## src/rtl/reverse_bits_rx.sv

```systemverilog
// Serial bit reverser on a valid/ready word stream: one word in, DATA_WIDTH shift
// cycles, result held until accepted. Also counts delivered words.
//
// state | meaning
// IDLE  | ready for a word; in_ready high
// SHIFT | moving src LSB-first into dst, one bit per cycle
// HOLD  | dout valid; waiting for out_ready
module reverse_bits_rx #(
    parameter int  DATA_WIDTH  = 32,
    parameter int  COUNT_WIDTH = 8,
    localparam int BIT_CNT_W   = $clog2(DATA_WIDTH)
) (
    input  logic                   clk,
    input  logic                   rst,
    input  logic                   in_valid,
    output logic                   in_ready,
    input  logic [DATA_WIDTH-1:0]  din,
    output logic                   out_valid,
    input  logic                   out_ready,
    output logic [DATA_WIDTH-1:0]  dout,
    output logic                   busy,
    output logic [COUNT_WIDTH-1:0] word_count
);
    typedef enum logic [1:0] {IDLE, SHIFT, HOLD} state_t;

    localparam logic [BIT_CNT_W-1:0] LAST_BIT = BIT_CNT_W'(DATA_WIDTH - 1);

    state_t                 state;
    logic [DATA_WIDTH-1:0]  src;
    logic [DATA_WIDTH-1:0]  dst;
    logic [BIT_CNT_W-1:0]   bit_cnt;

    always_ff @(posedge clk) begin
        if (rst) begin
            state      <= IDLE;
            src        <= '0;
            dst        <= '0;
            bit_cnt    <= '0;
            word_count <= '0;
        end else begin
            case (state)
                IDLE: begin
                    if (in_valid) begin
                        src     <= din;
                        dst     <= '0;
                        bit_cnt <= '0;
                        state   <= SHIFT;
                    end
                end
                SHIFT: begin
                    // LSB of src lands in the LSB of dst; after DATA_WIDTH shifts it is the MSB.
                    dst     <= {dst[DATA_WIDTH-2:0], src[0]};
                    src     <= src >> 1;
                    bit_cnt <= bit_cnt + 1'b1;
                    if (bit_cnt == LAST_BIT) begin
                        state <= HOLD;
                    end
                end
                HOLD: begin
                    if (out_ready) begin
                        word_count <= word_count + 1'b1;
                        state      <= IDLE;
                    end
                end
                default: state <= IDLE;
            endcase
        end
    end

    assign in_ready  = (state == IDLE);
    assign out_valid = (state == HOLD);
    assign busy      = (state == SHIFT) || (state == HOLD);
    assign dout      = dst;

endmodule

```

## config.mk

```make
export PLATFORM = sky130hd
export DESIGN_NAME = reverse_bits_rx
export DESIGN_NICKNAME = d
export VERILOG_FILES = /design/src/rtl/reverse_bits_rx.sv
export SDC_FILE = /design/constraint.sdc
export NUM_CORES = 1
export LEC_CHECK = 0
export CAP_MARGIN = 15
export CORE_ASPECT_RATIO = 1.25
export CORE_MARGIN = 1
export CORE_UTILIZATION = 44
export DETAILED_ROUTE_END_ITERATION = 8
export PLACE_DENSITY = 0.75
export SYNTH_ARGS = -nofsm -noshare
export SYNTH_HDL_FRONTEND = slang
export SYNTH_SLANG_ARGS = --single-unit
```

## constraint.sdc

```tcl
create_clock -name clk -period 1.72 [get_ports clk]
set_clock_uncertainty 0.1 [all_clocks]
set_input_delay 0.516 -clock clk [delete_from_list [all_inputs] [get_ports clk]]
set_output_delay 0.516 -clock clk [all_outputs]
set_load 0.02 [all_outputs]
```

Yosys cells after proc, flatten, opt, wreduce, memory -nomap -nowiden
Index checks and enable logic that the tools add are counted.

Logic and storage cells: 29. Register bits: 79. Output and inout bits: 43. Bits of input ports: 36.

Multiplexer cells: 10. Reductions and logical operators: 6. $add $sub $neg: 2. Equality and inequality tests: 6.

Operator list (number): 32-bit case mux with 2 select lines (2); 32-bit 2-to-1 mux (2); 5-bit case mux with 2 select lines (1); 8-bit by 1-bit adder with 8-bit output (second input constant) (1); 2-bit 2-to-1 mux (3); 2-bit case mux with 3 select lines (1); 5-bit by 1-bit adder with 5-bit output (second input constant) (1); 5-bit == test (second input constant) (1); 5-bit 2-to-1 mux (1); 2-bit != test (second input constant) (2); 2-bit AND reduction (2); 3-bit AND reduction (1); 2-bit by 1-bit == test with 1-bit output (second input constant) (1); 2-bit == test (second input constant) (1); 2-bit zero test (1); 2-bit by 1-bit != test with 1-bit output (second input constant) (1); 2-bit nonzero test (1); 1-bit logical OR (1).

Logic depth before layout (Yosys ltp)
Depth in word-level cells: 3. Mapped depth: 8. Depth with buffers taken out: 6.

Worst setup path after synthesis
Ideal clock, no wire load.

Path kind: register to register. From: register state[0]. To: register src[31]. Period minus slack after synthesis: 1.761 ns. Buffers on the path: 2. Required time: 1.488 ns. Library setup time: 0.132 ns. Arrival: 1.529 ns. Setup slack: -0.041 ns. Cell stages (with the launch flop): 8. Path through: dfxtp_1 inv_1 ha_1 mux2_2 buf_4 buf_4 nand3_1 a21oi_1.

Word-level cells in the longest chain between the ends: 3. Elaborated cells on any way between the ends: 6. Classes of those cells: eq/ne (2); mux (1); reduce/logical (3).

Ends and longest elaborated chain: start: declaration (RTL line 28) `state_t state;`; start signal: assignment (RTL line 35) `state <= IDLE;`; start signal: assignment (RTL line 47) `state <= SHIFT;`; start signal: assignment (RTL line 56) `state <= HOLD;`; 2-bit zero test *; net in_ready (RTL line 16) `output logic in_ready,`; 2-bit != test (no source line) or 2-bit nonzero test (tied branches); 2-bit AND reduction (no source line); end signal: assignment (RTL line 44) `src <= din;`; end signal: assignment (RTL line 53) `src <= src >> 1;`; end: declaration (RTL line 29) `logic [DATA_WIDTH-1:0] src;`.

Mark *: on every way through the listed nets, which the timed path passes. The rest lies on a longest branch. A chain may end at the register's enable or synchronous reset.

Worst setup path in the final report
From: register state[0]. To: output port out_valid.

Word-level cells in the longest chain between the ends: 1.

Ends and longest elaborated chain: 2-bit == test (RTL line 71) `assign out_valid = (state == HOLD);`; end: declaration (RTL line 18) `output logic out_valid,`.

No other way between the ends.

==> impl_results.rst <==
.. list-table::
   :header-rows: 1

   * - Metric
     - Value
   * - Outcome
     - complete, but fails checks
   * - Violated checks
     - negative setup slack
   * - Sink count of the clock tree
     - 79
   * - Type of element capturing the critical path
     - output port
   * - CP max FO
     - 2
   * - Setup violators final
     - 1
   * - CTS max path bufs
     - 2
   * - Mapped cell area
     - 3240 µm²
   * - Final worst setup slack
     - -0.00107 ns
   * - Hold Path Stages
     - 2
   * - Deepest level of the CTS H-tree
     - 3
   * - Latest clock arrival within the worst-skew pair
     - 0.34 ns
   * - Slack of the worst reg-to-reg path
     - 0.08 ns
   * - Number of standard cells in the final layout excluding fillers
     - 516
   * - Minimum clock period
     - 1.72 ns
   * - Portion of the post-synthesis area used by sequential elements
     - 48.8%
   * - Flip-flop and latch count after synthesis
     - 79
   * - Headroom to the max-slew limit
     - 78.3%
   * - Grt ovf
     - 0
   * - Top library cells by usage in the layout, fill and taps aside
     - dfxtp_1, nor2_1, dlygate4sd2_1
   * - Post-Synthesis Cells
     - 337
   * - Die footprint
     - 7720 µm²
   * - Most common library cell in the layout ignoring fill and taps
     - dfxtp_1
   * - Hold wc startpoint
     - src[31]
   * - Switch share
     - 25.8%
   * - Total power density per cell area
     - 868 nW/µm²
   * - Dominant register cell in the synthesized netlist
     - dfxtp_1
   * - Syn. warnings
     - 0
   * - Number of enable-type register cells in the synthesized netlist
     - 0
   * - Clock tree root buffer cell
     - clkbuf_8
   * - Detail-routed net length per standard cell
     - 13.7 µm
   * - Static leakage
     - 1.78 nW
   * - Start of the worst register-to-register path
     - state[0]
   * - Share of the cycle needed by the critical path after routing
     - 100%
   * - Global-route wire length before repair
     - 11900 µm
   * - Peak VDD IR
     - 0.504 mV
   * - Number of nets in the synthesized netlist
     - 379
   * - Initial Utilization
     - 45.9%
   * - Iter 0 DRT Violations
     - 91
   * - Initial antenna violation count
     - 0
   * - Largest net degree at the start of global routing
     - 47
   * - Design internal power
     - 0.00287 W
   * - Area of the core
     - 7060 µm²
   * - Fin. max-slew vios
     - 0
   * - Final core utilization
     - 63.0%
   * - Hold buffer count at CTS
     - 0
   * - Gate power share
     - 15.4%
   * - Clock power share
     - 33.9%
   * - Max capacitance violation total
     - 0
   * - Worst R2R Path Depth
     - 8
   * - Critical path data required time
     - 1.10 ns
   * - Max Clock Freq
     - 581 MHz
   * - Global-route usage over all layers
     - 19.1%
   * - Slew at the pin with the worst max-slew slack
     - 0.326 ns
   * - Data arrival time of the critical path
     - 1.11 ns
   * - Vias
     - 2772
   * - Clock transition at the registers of the reported paths
     - 0.08 ns
   * - Post-DRT Antenna Nets
     - 0
   * - RD Place Congestion
     - 0.738
   * - # DRC
     - 0
   * - Area growth from synthesis to layout
     - 37.3%
   * - Detail-routed via count per cell
     - 5.37
   * - Port Buf Inserts
     - 78
   * - Row cnt
     - 34
   * - Number of placed I/O pins
     - 79
   * - Clock buffers created by TritonCTS
     - 9
   * - Hold Violations, Final
     - 0
   * - Fraction of final layout cells with drive strength greater than 1
     - 15.3%
   * - # nets final
     - 464
   * - Endpoint of the most critical register-to-register path
     - word_count[3]
   * - Switch Pwr
     - 0.000997 W
   * - Die X-Extent
     - 78.8 µm
   * - Diode count
     - 0
   * - Share of synthesized registers carrying an async set or reset
     - 0%
   * - Vias in the first global route
     - 2685
   * - Unrepaired setup endpoints after global routing
     - true
   * - Floorplan die height
     - 98.0 µm
   * - Critical Setup Path Class
     - reg2out
   * - Number of cells in the design after placement
     - 499
   * - Worst Hold Path EP
     - src[31]
   * - Total power consumption of the routed design
     - 0.00386 W
   * - Kind of start point of the critical path
     - flop
   * - Total detailed-routing wirelength
     - 7070 µm
   * - Synth unique cells
     - 29
   * - HPWL Detailed
     - 4800 µm
   * - Tightest Hold Check Type
     - reg2reg
   * - Sequential Power Share
     - 50.7%
   * - Count of TritonRoute iterations in the first routing pass
     - 6
   * - Average instance area after synthesis
     - 9.62 µm²
   * - Clock tree from TritonCTS
     - yes
worst max-delay path, stage by stage (launching register included):
cell	delay [ns]
dfxtp_2	0.34
inv_2	0.05
buf_6	0.11
ha_4	0.15
buf_6	0.12
stage by stage:
stage | cell area, µm² | hold WS (ns) | setup TNS [ns] | worst slack [ns]
CTS | 4400 | 0.376 | -0.0386 | -0.0291
finish | 4450 | 0.373 | -0.00107 | -0.00107
global route | 4450 | 0.387 | -0.0656 | -0.0435
floorplan | 3240 | 0.332 | 0 | 0.0429
detailed placement | 4240 | 0.365 | -18.40 | -0.305
global placement | 4240 | 0.341 | -16.56 | -0.248
flip-flops by register name, indices dropped and copies added, names as in the netlist:
signal / count
src: 32
bit_cnt: 5
state: 2
dout: 32
word_count: 8
per-layer routing:
layer,vias to the layer above,global-route usage [%],wire (µm)
li1,1416,-,-
met1,1298,22.4,3200
met2,50,33.8,3510
met3,8,3.27,259
met4,0,8.26,100
met5,-,0,0
worst max path at each step:
stage | start | end | slack [ns]
6_report | state[0] | out_valid | -0.001
5_1_grt | state[0] | out_valid | -0.04
4_1_cts | state[0] | out_valid | -0.03
3_5_place_dp | in_valid | src[14] | -0.31
3_3_place_gp | in_valid | src[1] | -0.25
2_1_floorplan | state[0] | src[31] | 0.04
power by group through the flow:
stage	Combinational, W	Clock, W	Sequential [W]
CTS	0.000578	0.00136	0.00196
floorplan	0.000370	0	0.00199
finish	0.000595	0.00131	0.00196
global route	0.000646	0.00142	0.00197
detailed placement	0.000569	0	0.00200
global placement	0.000556	0	0.00200
layout make-up:
class / instances / area [µm²]
fillers: 631 / 2610
clock buffers: 10 / 128
multi-input cells: 221 / 1560
flip-flops and latches: 79 / 1590
well taps: 90 / 113
inverters: 5 / 18.8
clock inverters: 5 / 60.1
repair buffers: 106 / 988
cell usage after synthesis, types with 2 or more instances:
| master | count | area [µm²] |
|---|---|---|
| nand2_1 | 7 | 26.3 |
| nand4_1 | 3 | 18.8 |
| nand3_1 | 6 | 30.0 |
| or4_1 | 2 | 15.0 |
| mux2i_1 | 32 | 320 |
| or3_1 | 4 | 25.0 |
| a32oi_1 | 34 | 298 |
| dfxtp_1 | 79 | 1580 |
| a21oi_1 | 9 | 45.0 |
| a31oi_1 | 3 | 18.8 |
| inv_1 | 5 | 18.8 |
| buf_2 | 10 | 50.1 |
| clkbuf_1 | 13 | 48.8 |
| buf_4 | 8 | 60.1 |
| nand3b_1 | 2 | 15.0 |
| nand2b_1 | 3 | 18.8 |
| ha_1 | 6 | 75.1 |
| o21ai_0 | 4 | 20.0 |
| nor2_1 | 67 | 251 |
| a211oi_1 | 31 | 233 |
cells by family (layout without fill, tap and decap cells):
group / Yosys count / count (layout) / synth area share [%]
AO/OA/AOI/OAI: 84 / 84 / 19.7
XOR/XNOR: 2 / 2 / 0.540
adder cells (fa/ha/maj): 6 / 6 / 2.32
buffers and inverters: 37 / 126 / 5.60
flip-flops: 79 / 79 / 48.8
multiplexers: 33 / 33 / 10.2
AND/OR/NAND/NOR: 96 / 96 / 12.8
what timing repair did:
action	CTS	global route
setup endpoints to repair	50	37
pin swaps	1	6
buffers inserted	1	2
gates resized for setup	63	16
Power figures use the tool's default switching activity.
